### config.mk
export PLATFORM = sky130hd
export DESIGN_NAME = vlg_pkt_src
export DESIGN_NICKNAME = d
export VERILOG_FILES = /design/src/rtl/vlg_pkt_pkg.sv /design/src/rtl/vlg_pkt_src.sv
export SDC_FILE = /design/constraint.sdc
export NUM_CORES = 1
export LEC_CHECK = 0
export ABC_CLOCK_PERIOD_IN_PS = 3200
export CAP_MARGIN = 20
export CORE_UTILIZATION = 31
export CTS_BUF_LIST = sky130_fd_sc_hd__clkbuf_16
export DETAILED_ROUTE_END_ITERATION = 8
export DONT_BUFFER_PORTS = 1
export SLEW_MARGIN = 20
export SYNTH_ARGS = -nofsm -noshare
export SYNTH_HDL_FRONTEND = slang
export SYNTH_SLANG_ARGS = --single-unit
export TNS_END_PERCENT = 5
### constraint.sdc
create_clock -name i_clk -period 3.2 [get_ports i_clk]
set_clock_uncertainty 0.1 [all_clocks]
set_input_delay 0.64 -clock i_clk [delete_from_list [all_inputs] [get_ports i_clk]]
set_output_delay 0.64 -clock i_clk [all_outputs]
set_load 0.01 [all_outputs]
### src/rtl/vlg_pkt_pkg.sv
// Shared definitions for the packet source: state encoding and default parameter values.
package vlg_pkt_pkg;

    localparam int DEF_DATA_W  = 8;
    localparam int DEF_PKT_LEN = 16;
    localparam int DEF_GAP_CYC = 4;
    localparam int DEF_PKT_NUM = 0;

    localparam logic [1:0] ST_IDLE = 2'd0;
    localparam logic [1:0] ST_SEND = 2'd1;
    localparam logic [1:0] ST_GAP  = 2'd2;
    localparam logic [1:0] ST_DONE = 2'd3;

    typedef enum logic [1:0] {
        IDLE = ST_IDLE,
        SEND = ST_SEND,
        GAP  = ST_GAP,
        DONE = ST_DONE
    } state_t;

endpackage

### src/rtl/vlg_pkt_src.sv
// Packet generator: emits PKT_LEN-beat packets with beat data (packet + beat index),
// separated by GAP_CYC idle cycles, optionally stopping after PKT_NUM packets.
module vlg_pkt_src
    import vlg_pkt_pkg::*;
#(
    parameter int DATA_W  = DEF_DATA_W,
    parameter int PKT_LEN = DEF_PKT_LEN,
    parameter int GAP_CYC = DEF_GAP_CYC,
    parameter int PKT_NUM = DEF_PKT_NUM
) (
    input  logic              i_clk,
    input  logic              i_rst_n,
    input  logic              i_en,
    input  logic              i_ready,
    output logic              o_valid,
    output logic [DATA_W-1:0] o_data,
    output logic              o_sop,
    output logic              o_eop,
    output logic [15:0]       o_pkt_cnt,
    output logic              o_done,
    output logic [1:0]        o_state
);

    localparam logic [7:0]  LAST_BEAT = 8'(PKT_LEN - 1);
    localparam logic [7:0]  LAST_GAP  = 8'((GAP_CYC > 0) ? GAP_CYC - 1 : 0);
    localparam logic [15:0] PKT_TGT   = 16'(PKT_NUM);
    localparam bit          HAS_LIMIT = (PKT_NUM != 0);
    localparam bit          HAS_GAP   = (GAP_CYC > 0);

    state_t            state, state_nxt;
    logic [7:0]        beat_cnt, beat_cnt_nxt;
    logic [7:0]        gap_cnt, gap_cnt_nxt;
    logic [DATA_W-1:0] pkt_base, pkt_base_nxt;
    logic [15:0]       pkt_cnt_nxt;
    logic              xfer;
    logic              last_beat;

    // Handshake: a beat moves on a rising edge where o_valid and i_ready are both high;
    // while o_valid is high and i_ready low, the counters freeze so data/sop/eop hold.
    assign xfer      = (state == SEND) && i_ready;
    assign last_beat = (beat_cnt == LAST_BEAT);

    always_ff @(posedge i_clk or negedge i_rst_n) begin
        if (!i_rst_n) begin
            state     <= IDLE;
            beat_cnt  <= '0;
            gap_cnt   <= '0;
            pkt_base  <= '0;
            o_pkt_cnt <= '0;
        end else begin
            state     <= state_nxt;
            beat_cnt  <= beat_cnt_nxt;
            gap_cnt   <= gap_cnt_nxt;
            pkt_base  <= pkt_base_nxt;
            o_pkt_cnt <= pkt_cnt_nxt;
        end
    end

    always_comb begin
        state_nxt    = state;
        beat_cnt_nxt = beat_cnt;
        gap_cnt_nxt  = gap_cnt;
        pkt_base_nxt = pkt_base;
        pkt_cnt_nxt  = o_pkt_cnt;
        case (state)
            IDLE: begin
                if (i_en) begin
                    state_nxt = SEND;
                end
            end
            SEND: begin
                if (xfer) begin
                    if (!last_beat) begin
                        beat_cnt_nxt = beat_cnt + 8'd1;
                    end else begin
                        // Packet finished: i_en is only looked at here, so packets never truncate.
                        beat_cnt_nxt = '0;
                        gap_cnt_nxt  = '0;
                        pkt_base_nxt = pkt_base + DATA_W'(1);
                        pkt_cnt_nxt  = o_pkt_cnt + 16'd1;
                        if (HAS_LIMIT && (pkt_cnt_nxt == PKT_TGT)) begin
                            state_nxt = DONE;
                        end else if (HAS_GAP) begin
                            state_nxt = GAP;
                        end else if (!i_en) begin
                            state_nxt = IDLE;
                        end
                    end
                end
            end
            GAP: begin
                if (gap_cnt == LAST_GAP) begin
                    gap_cnt_nxt = '0;
                    state_nxt   = i_en ? SEND : IDLE;
                end else begin
                    gap_cnt_nxt = gap_cnt + 8'd1;
                end
            end
            DONE: begin
                state_nxt = DONE;
            end
            default: begin
                state_nxt = IDLE;
            end
        endcase
    end

    assign o_valid = (state == SEND);
    assign o_data  = o_valid ? (pkt_base + DATA_W'(beat_cnt)) : '0;
    assign o_sop   = o_valid && (beat_cnt == 8'd0);
    assign o_eop   = o_valid && last_beat;
    assign o_done  = (state == DONE);
    assign o_state = state;

endmodule

# Word-level counts from Yosys, hierarchy flattened
# Index checks and enable logic that the tools add are counted.
# word_totals
reg_bits,42
input_bits,4
output_inout_bits,30
word_cells,41
# op_classes
n_addsub,5
eq_ne,9
n_mux,12
reduce_logical,10
# op_table
op,n
two-way mux 8 bit,5
adder 8 x 1 -> 8 bit (second input constant),3
adder 16 x 1 -> 16 bit (second input constant),1
case mux 8 bit (2 select lines),1
adder 8 bit,1
== test 8 x 2 -> 1 bit (second input constant),1
== test 8 x 4 -> 1 bit (second input constant),1
zero test 8 bit,1
two-way mux 2 bit,4
case mux 2 bit (4 select lines),1
AND reduction 3 bit,2
== test 2 bit (second input constant),2
!= test 2 x 1 -> 1 bit (second input constant),2
!= test 2 bit (second input constant),2
AND reduction 4 bit,1
logical AND 1 bit,3
== test 2 x 1 -> 1 bit (second input constant),1
zero test 2 bit,1
AND reduction 2 bit,1
nonzero test 2 bit,1
two-way mux 1 bit,1

# Depth between registers and ports, before layout
# Gate-level depths: netlist (run 1).
# logic_depth
word_depth,4
ltp_mapped,6
ltp_nobuf,6

# Least setup slack after synthesis (run 1)
# No wires, ideal clock.
# synth_path
path_kind,register to output
startpoint,reg beat_cnt[2]
endpoint,out o_data[7]
t_arrival_ns,1.677
t_required_ns,2.460
slack_ns,0.783
path_stages_with_launch,6
path_buffers,0
path_cell_list,dfrtp_1 ha_1 a21oi_1 a211oi_1 or3_1 a21oi_1
# synth_between
elab_chain_len,2
# synth_rtl
item,line,rtl
start: declaration,vlg_pkt_src.sv:31,"logic [7:0] beat_cnt, beat_cnt_nxt;"
start signal: assignment,vlg_pkt_src.sv:52,beat_cnt <= beat_cnt_nxt;
adder 8 bit,vlg_pkt_src.sv:109,assign o_data = o_valid ? (pkt_base + DATA_W'(beat_cnt)) : '0;
two-way mux 8 bit,vlg_pkt_src.sv:109,
end: declaration,vlg_pkt_src.sv:16,"output logic [DATA_W-1:0] o_data,"
# Every way passes these cells.

# Worst setup path after layout (run 1)
# layout_path
startpoint,reg pkt_base[0]
endpoint,out o_data[4]
# layout_between
elab_chain_len,2
# layout_rtl
item,line,rtl
start: declaration,vlg_pkt_src.sv:33,"logic [DATA_W-1:0] pkt_base, pkt_base_nxt;"
start signal: assignment,vlg_pkt_src.sv:54,pkt_base <= pkt_base_nxt;
adder 8 bit,vlg_pkt_src.sv:109,
two-way mux 8 bit,vlg_pkt_src.sv:109,
# Every way passes these cells.

==> results by group, run 1 <==
Logic synthesis
  • FF+latch count, synth: 42
  • Xor-xnor portion of the synthesized cell area: 12.0%
  • Syn_nets: 257
  • Multiplexer share of the synthesized area: 0.961%
  • Sequential-to-total area share from yosys stat: 44.8%
  • Syn Inst Count: 240
  • Simple-gate share of the synthesized area: 23.4%
  • Largest family of logic cells by synthesized area: simple AND/OR/NAND/NOR gates
  • Cell area after synthesis: 2340 um2
  • Syn Area/Cell: 9.77 um2
  • Netlist cell types: 40
  • Yosys Warn Count: 0
  • Synth Area in Adders: 7.26%
  • Synth Area in Compound Gates: 9.18%

Global route
  • Global route overflow: 0
  • Total global-route track usage: 14.3%
  • Vias in the first global route: 1781
  • First-pass GRT wire length: 8.66 mm
  • Largest net degree at the start of global routing: 43
  • Initial antenna violation count: 0

Run status
  • Status: finished clean

Routing
  • Drt wl/cell: 14.3 um
  • Vias post-DR: 1730
  • Post-detailed-route count of antenna-violating nets: 0
  • Remaining DRCs: 0
  • Final wirelength: 4.95 mm
  • DR iter-0 viols: 75
  • Drt pass-1 iters: 4
  • Via-per-instance ratio: 4.99

Critical path
  • Slowest cell on the critical path: dfrtp_1
  • CP Cell Sequence: ha_1 -> fa_1 -> a21oi_1 -> o21ai_0 -> nor3b_1
  • Crit path capture type: output port
  • Critical Path AT: 2.14 ns
  • Worst path required time: 2.46 ns
  • CP startpoint kind: flip-flop
  • Critical path peak fanout: 6
  • Worst setup path category: flip-flop to output port
  • Crit path buffers/inverters: 0
  • Critical path's largest stage delay: 0.45 ns
  • Delay-heaviest family, CP: adder cells

Finish
  • Fillers: 747
  • Area Overhead vs Synth: 13.0%
  • Ant diodes: 0
  • Share of layout cells above drive strength 1: 6.85%
  • Nets: 264
  • Most frequent cells in the layout: dfrtp_1, nand2_1, xnor2_1
  • Most common cell after layout, fill and taps aside: dfrtp_1

Power and ir drop
  • Leak: 1.23 nW
  • Total power per unit cell area: 443 nW/um2
  • Worst vdd ir: 0.000195 V

Timing
  • Worst slew margin: 54.6%
  • Final hold vios: 0
  • Fin. max-slew vios: 0
  • Setup tns final: 0 ns
  • Actual slew at the worst max-slew pin: 0.677 ns
  • Fin crit period: 2.88 ns
  • Achievable frequency: 347 MHz
  • RSZ-0062 raised after global routing: no
  • Hold_ws: 0.0929 ns
  • Final worst-path cycle share: 90.1%
  • Final setup fails: 0

Die
  • Rows: 31
  • Initial Util: 32.2%
  • Core ar.: 7290 um2
  • Die area: 7920 um2
  • I/O Pins: 34
  • Die Y: 89.0 um
  • Die W: 89.0 um

Min path
  • Min-delay worst type: primary input to async pin

CTS
  • Post-CTS setup buffer count: 0
  • Clock Tree Buf Depth: 2
  • Clock Latency Late Sink: 0.28 ns
  • TritonCTS clock tree: yes
  • Root Driver: clkbuf_16
  • CTS Hold Bufs: 1
  • Reg clk slew, reported paths: 0.06 ns
  • Clock sink count: 42
  • # resized after CTS: 0
  • Cts bufs inserted: 5
  • H-tree Lvls: 2

Placed design
  • Input/output buffers: 0
  • Detailed placement HPWL: 3.60 mm
  • Placer congestion estimate: 0.819

Flow run
  • Number of max-cap violations: 0
kinds of logic after synthesis:
kind of cell	Yosys count
simple gates	102
flops	42
xor+xnor	32
buf+inv	13
fa+ha+maj	13
compound gates	36
mux	2
through the flow:
step	area (um2)	utilization, %	setup slack [ns]	power, mW	std cells
global placement	2470	33.8	0.659	0.610	338
finish	2650	36.3	0.316	1.17	347
CTS	2650	36.3	0.306	1.19	347
global route	2650	36.3	0.160	1.22	347
detailed placement	2470	33.8	0.598	0.612	338
floorplan	2340	-	0.783	0.597	240
registers in the layout, summed over array words and instances, names as in the netlist:
register	flops
beat_cnt	8
pkt_base	8
gap_cnt	8
o_state	2
o_pkt_cnt	16
cell usage after synthesis:
| master | instances | area [um2] |
|---|---|---|
| mux2_2 | 2 | 22.5 |
| o21ai_0 | 16 | 80.1 |
| a311oi_1 | 1 | 8.76 |
| buf_6 | 1 | 11.3 |
| a211o_1 | 1 | 8.76 |
| nor4_4 | 1 | 21.3 |
| a211oi_1 | 1 | 7.51 |
| nor2_1 | 12 | 45.0 |
| and3b_1 | 1 | 8.76 |
| a21o_1 | 2 | 15.0 |
| and2_1 | 4 | 25.0 |
| nand2b_1 | 2 | 12.5 |
| nor3b_1 | 4 | 30.0 |
| nand3_1 | 13 | 65.1 |
| or4b_2 | 1 | 10.0 |
| and3_1 | 6 | 37.5 |
| nand4_1 | 8 | 50.1 |
| dfrtp_1 | 42 | 1050 |
| inv_1 | 9 | 33.8 |
| nor4_1 | 4 | 25.0 |
| xnor2_1 | 20 | 175 |
| or3_1 | 2 | 12.5 |
| fa_1 | 1 | 20.0 |
| a21oi_1 | 10 | 50.1 |
| a31oi_1 | 1 | 6.26 |
| nand2_1 | 29 | 109 |
| clkbuf_1 | 2 | 7.51 |
| nor3_1 | 9 | 45.0 |
| o211ai_1 | 1 | 7.51 |
| or4_4 | 1 | 11.3 |
| or4_1 | 1 | 7.51 |
| xor2_1 | 12 | 105 |
| ha_1 | 12 | 150 |
| nor3_2 | 1 | 10.0 |
| nor2b_1 | 1 | 6.26 |
| and4_1 | 1 | 8.76 |
| o31ai_1 | 2 | 15.0 |
| nand3b_1 | 1 | 7.51 |
| o41ai_2 | 1 | 16.3 |
| buf_2 | 1 | 5.00 |
final timing paths:
kind	startpoint	end	slack (ns)	cells past startpoint
setup / recovery	pkt_base[0]	o_data[4]	0.32	5
hold / removal	i_rst_n	gap_cnt[2]	0.09	1
setup reg to reg	beat_cnt[4]	o_pkt_cnt[15]	0.74	4
hold reg to reg	pkt_base[7]	pkt_base[7]	0.41	1
max in group asynchronous	i_rst_n	o_pkt_cnt[12]	2.69	1
min in group i_clk	pkt_base[7]	pkt_base[7]	0.41	1
routing by layer:
metal	wire (um)	vias to the layer above	GRT usage (%)
li1	-	862	-
met1	2320	837	18.2
met2	2340	27	23.8
met3	249	4	4.25
met4	36	0	3.46
met5	0	-	0
report_power, final:
| part | leakage, nW | total (mW) | switching, mW | internal [mW] |
|---|---|---|---|---|
| registers | 0.577 | 0.551 | 0.0124 | 0.538 |
| logic | 0.571 | 0.0623 | 0.0413 | 0.0210 |
| clock network | 0.0864 | 0.561 | 0.198 | 0.362 |
layout make-up:
type	instances	area [um2]	share of cell area (%)
Tap cell	99	124	4.67
Multi-Input combinational cell	185	1240	46.6
Clock buffer	5	125	4.72
Inverter	9	33.8	1.27
Clock inverter	3	37.5	1.42
Timing Repair Buffer	4	42.5	1.61
Sequential cell	42	1050	39.7
No activity file was read; power rests on OpenSTA's default activity.
==> inputs of run 2 (changes only) <==
--- a/config.mk
+++ b/config.mk
@@ -5,12 +5,13 @@
 export SDC_FILE = /design/constraint.sdc
 export NUM_CORES = 1
 export LEC_CHECK = 0
-export ABC_CLOCK_PERIOD_IN_PS = 3200
 export CAP_MARGIN = 20
+export CORE_MARGIN = 10
 export CORE_UTILIZATION = 31
 export CTS_BUF_LIST = sky130_fd_sc_hd__clkbuf_16
 export DETAILED_ROUTE_END_ITERATION = 8
 export DONT_BUFFER_PORTS = 1
+export PLACE_DENSITY = 0.5
 export SLEW_MARGIN = 20
 export SYNTH_ARGS = -nofsm -noshare
 export SYNTH_HDL_FRONTEND = slang
==> run 2 against run 1 <==
Effect of this change: sequential share of layout area is 0.20 points lower; global-route usage is 4.6 points lower; largest power group unchanged; critical endpoint unchanged; sequential cell count stayed put; non-clock buffer count stayed put; routed wire length is 4.5% higher; hold slack better by 0.00054 ns; die area is 45% higher; register-to-register slack worse by 0.02 ns; first-iteration DRC count is 12% higher; via count is 1.4% lower.
==> results by group, run 2 (synthesis gave the netlist of run 1 again) <==
Placed design
  • Dpl cell area: 2470 um2 (unchanged)
  • Pre-CTS WS: 0.603 ns (+0.00430 ns)
  • Placer congestion estimate: 0.802 (-2.1%)
  • Detailed placement HPWL: 3.79 mm (+5.3%)
  • Input/output buffers: 0 (unchanged)

Die
  • Rows: 31 (unchanged)
  • I/O Pins: 34 (unchanged)
  • Die Y: 107 um (+20%)
  • Die W: 107 um (+20%)
  • Core ar.: 7290 um2 (unchanged)
  • Die area: 11400 um2 (+45%)
  • Initial Util: 32.2% (unchanged)

Timing
  • Fin. max-slew vios: 0 (unchanged)
  • Fin crit period: 2.86 ns (-0.0211 ns)
  • Setup tns final: 0 ns (unchanged)
  • Final setup fails: 0 (unchanged)
  • Hold_ws: 0.0934 ns (+0.000541 ns)
  • Final hold vios: 0 (unchanged)
  • Achievable frequency: 349 MHz (+0.74%)
  • Actual slew at the worst max-slew pin: 0.730 ns (+0.0533 ns)
  • Final worst setup slack: 0.337 ns (+0.0211 ns)
  • Worst slew margin: 51.1% (-3.6 points)
  • Final worst-path cycle share: 89.5% (-0.66 points)
  • RSZ-0062 raised after global routing: no

Power and ir drop
  • Leak: 1.23 nW (about the same)
  • P_sw: 0.269 mW (+6.7%)
  • Worst vdd ir: 0.000188 V (-3.6%)
  • Total power per unit cell area: 450 nW/um2 (+1.6%)
  • Reg power frac: 46.0% (-0.9 points)
  • Power Total: 1.20 mW (+2.1%)
  • Clock Power Share: 48.7% (+0.9 points)
  • Int Power: 0.929 mW (+0.81%)
  • Combinational power share: 5.3% (about the same)
  • Net Sw Frac: 22.4% (+0.98 points)

CTS
  • Clock sink count: 42 (unchanged)
  • H-tree Lvls: 2 (unchanged)
  • Post-CTS setup buffer count: 0 (unchanged)
  • Clock Tree Buf Depth: 2 (unchanged)
  • Root Driver: clkbuf_16
  • TritonCTS clock tree: yes
  • Clock Latency Late Sink: 0.28 ns (about the same)
  • Reg clk slew, reported paths: 0.06 ns (about the same)
  • Cts bufs inserted: 5 (unchanged)

Routing
  • DR iter-0 viols: 84 (+12%)
  • Met3 WL post-DR: 366 um (+47%)
  • Met1 wire length: 2.43 mm (+4.7%)
  • Drt wl/cell: 14.9 um (+4.5%)
  • Final wirelength: 5.17 mm (+4.5%)
  • Drt pass-1 iters: 4 (unchanged)
  • DR top layer: met4
  • Remaining DRCs: 0 (unchanged)
  • Via-per-instance ratio: 4.91 (-1.4%)
  • Post-detailed-route count of antenna-violating nets: 0 (unchanged)
  • Met2 WL: 2.30 mm (-1.6%)
  • Vias post-DR: 1705 (-1.4%)

Finish
  • Most common cell after layout, fill and taps aside: dfrtp_1
  • Register with the most flip-flops: o_pkt_cnt
  • Area occupied by multi-input gates: 1240 um2 (unchanged)
  • Register area: 1050 um2 (unchanged)
  • Finished Cell Area: 2660 um2 (+0.52%)
  • Fillers: 772 (+3.3%)
  • Max reg flops: 16 (unchanged)
  • Ant diodes: 0 (unchanged)
  • Nets: 264 (unchanged)
  • Most frequent cells in the layout: dfrtp_1, nand2_1, xnor2_1
  • Area Overhead vs Synth: 13.6%
  • Share of layout cells above drive strength 1: 7.66% (+0.81 points)

Critical path
  • Crit path buffers/inverters: 0 (unchanged)
  • Worst path required time: 2.46 ns (about the same)
  • Delay-heaviest family, CP: adder cells
  • CP startpoint kind: flip-flop
  • Critical path peak fanout: 5 (-1)
  • Crit path capture type: output port
  • Critical Path AT: 2.12 ns (-0.02 ns)
  • Crit path from: beat_cnt[0]
  • Slowest cell on the critical path: dfrtp_1
  • R2R Path Start: beat_cnt[5]
  • Worst setup path category: flip-flop to output port
  • CP Cell Sequence: ha_1 -> fa_1 -> a21oi_1 -> o21ai_0 -> nor3b_1
  • Critical path's largest stage delay: 0.43 ns (-0.02 ns)

Min path
  • Min-delay worst type: primary input to async pin

Global route
  • Largest net degree at the start of global routing: 43 (unchanged)
  • First-pass GRT wire length: 9.05 mm (+4.5%)
  • Global route overflow: 0 (unchanged)
  • Total global-route track usage: 9.65% (-4.6 points)
  • Initial antenna violation count: 0 (unchanged)
  • Vias in the first global route: 1744 (-2.1%)

Run status
  • Status: finished clean

Flow run
  • Number of max-cap violations: 0 (unchanged)
-- run 2: cell types whose count changed in the layout (fill, tap and decap cells not counted) --
cell / change
inv_6: +1
clkinv_2: +1
inv_1: -2
buf_12: -1
buf_16: +1
-- run 2: layout make-up --
| cell class | instances | share of cell area, % |
|---|---|---|
| flip-flops and latches | 42 | 39.5 |
| clock inverters | 3 | 1.64 |
| clock buffers | 5 | 4.70 |
| well taps | 99 | 4.65 |
| inverters | 9 | 1.27 |
| multi-input cells | 185 | 46.4 |
| repair buffers | 4 | 1.88 |
-- run 2: what timing repair did --
| item | in CTS | in global routing |
|---|---|---|
| hold endpoints to repair | 42 | 0 |
| hold buffers | 1 | 0 |
| resized for setup | 0 | 0 |
-- run 2: final timing paths --
check | cells past startpoint | slack [ns] | end
worst max-delay path | 5 | 0.34 | o_data[4]
worst min-delay path | 1 | 0.09 | o_pkt_cnt[10]
worst max register to register | 4 | 0.72 | o_pkt_cnt[15]
worst min register to register | 1 | 0.41 | pkt_base[7]
max in group asynchronous | 1 | 2.70 | o_pkt_cnt[0]
min in group i_clk | 1 | 0.41 | pkt_base[7]
-- run 2: layer usage --
layer / vias up / global-route usage, %
met5: - / 0
met4: 0 / 2.61
met3: 6 / 4.31
met2: 37 / 14.7
met1: 802 / 12.1
li1: 860 / -
-- run 2: metrics by stage --
stage	cells	utilization (%)
floorplan	240	-
global placement	338	33.8
detailed placement	338	33.8
CTS	347	36.5
global route	347	36.5
finish	347	36.5
-- run 2: power groups by stage --
stage | Sequential, mW | Clock (mW) | Combinational [mW]
floorplan | 0.557 | 0 | 0.0397
global placement | 0.561 | 0 | 0.0497
detailed placement | 0.562 | 0 | 0.0490
CTS | 0.551 | 0.600 | 0.0651
global route | 0.553 | 0.621 | 0.0727
finish | 0.551 | 0.584 | 0.0631
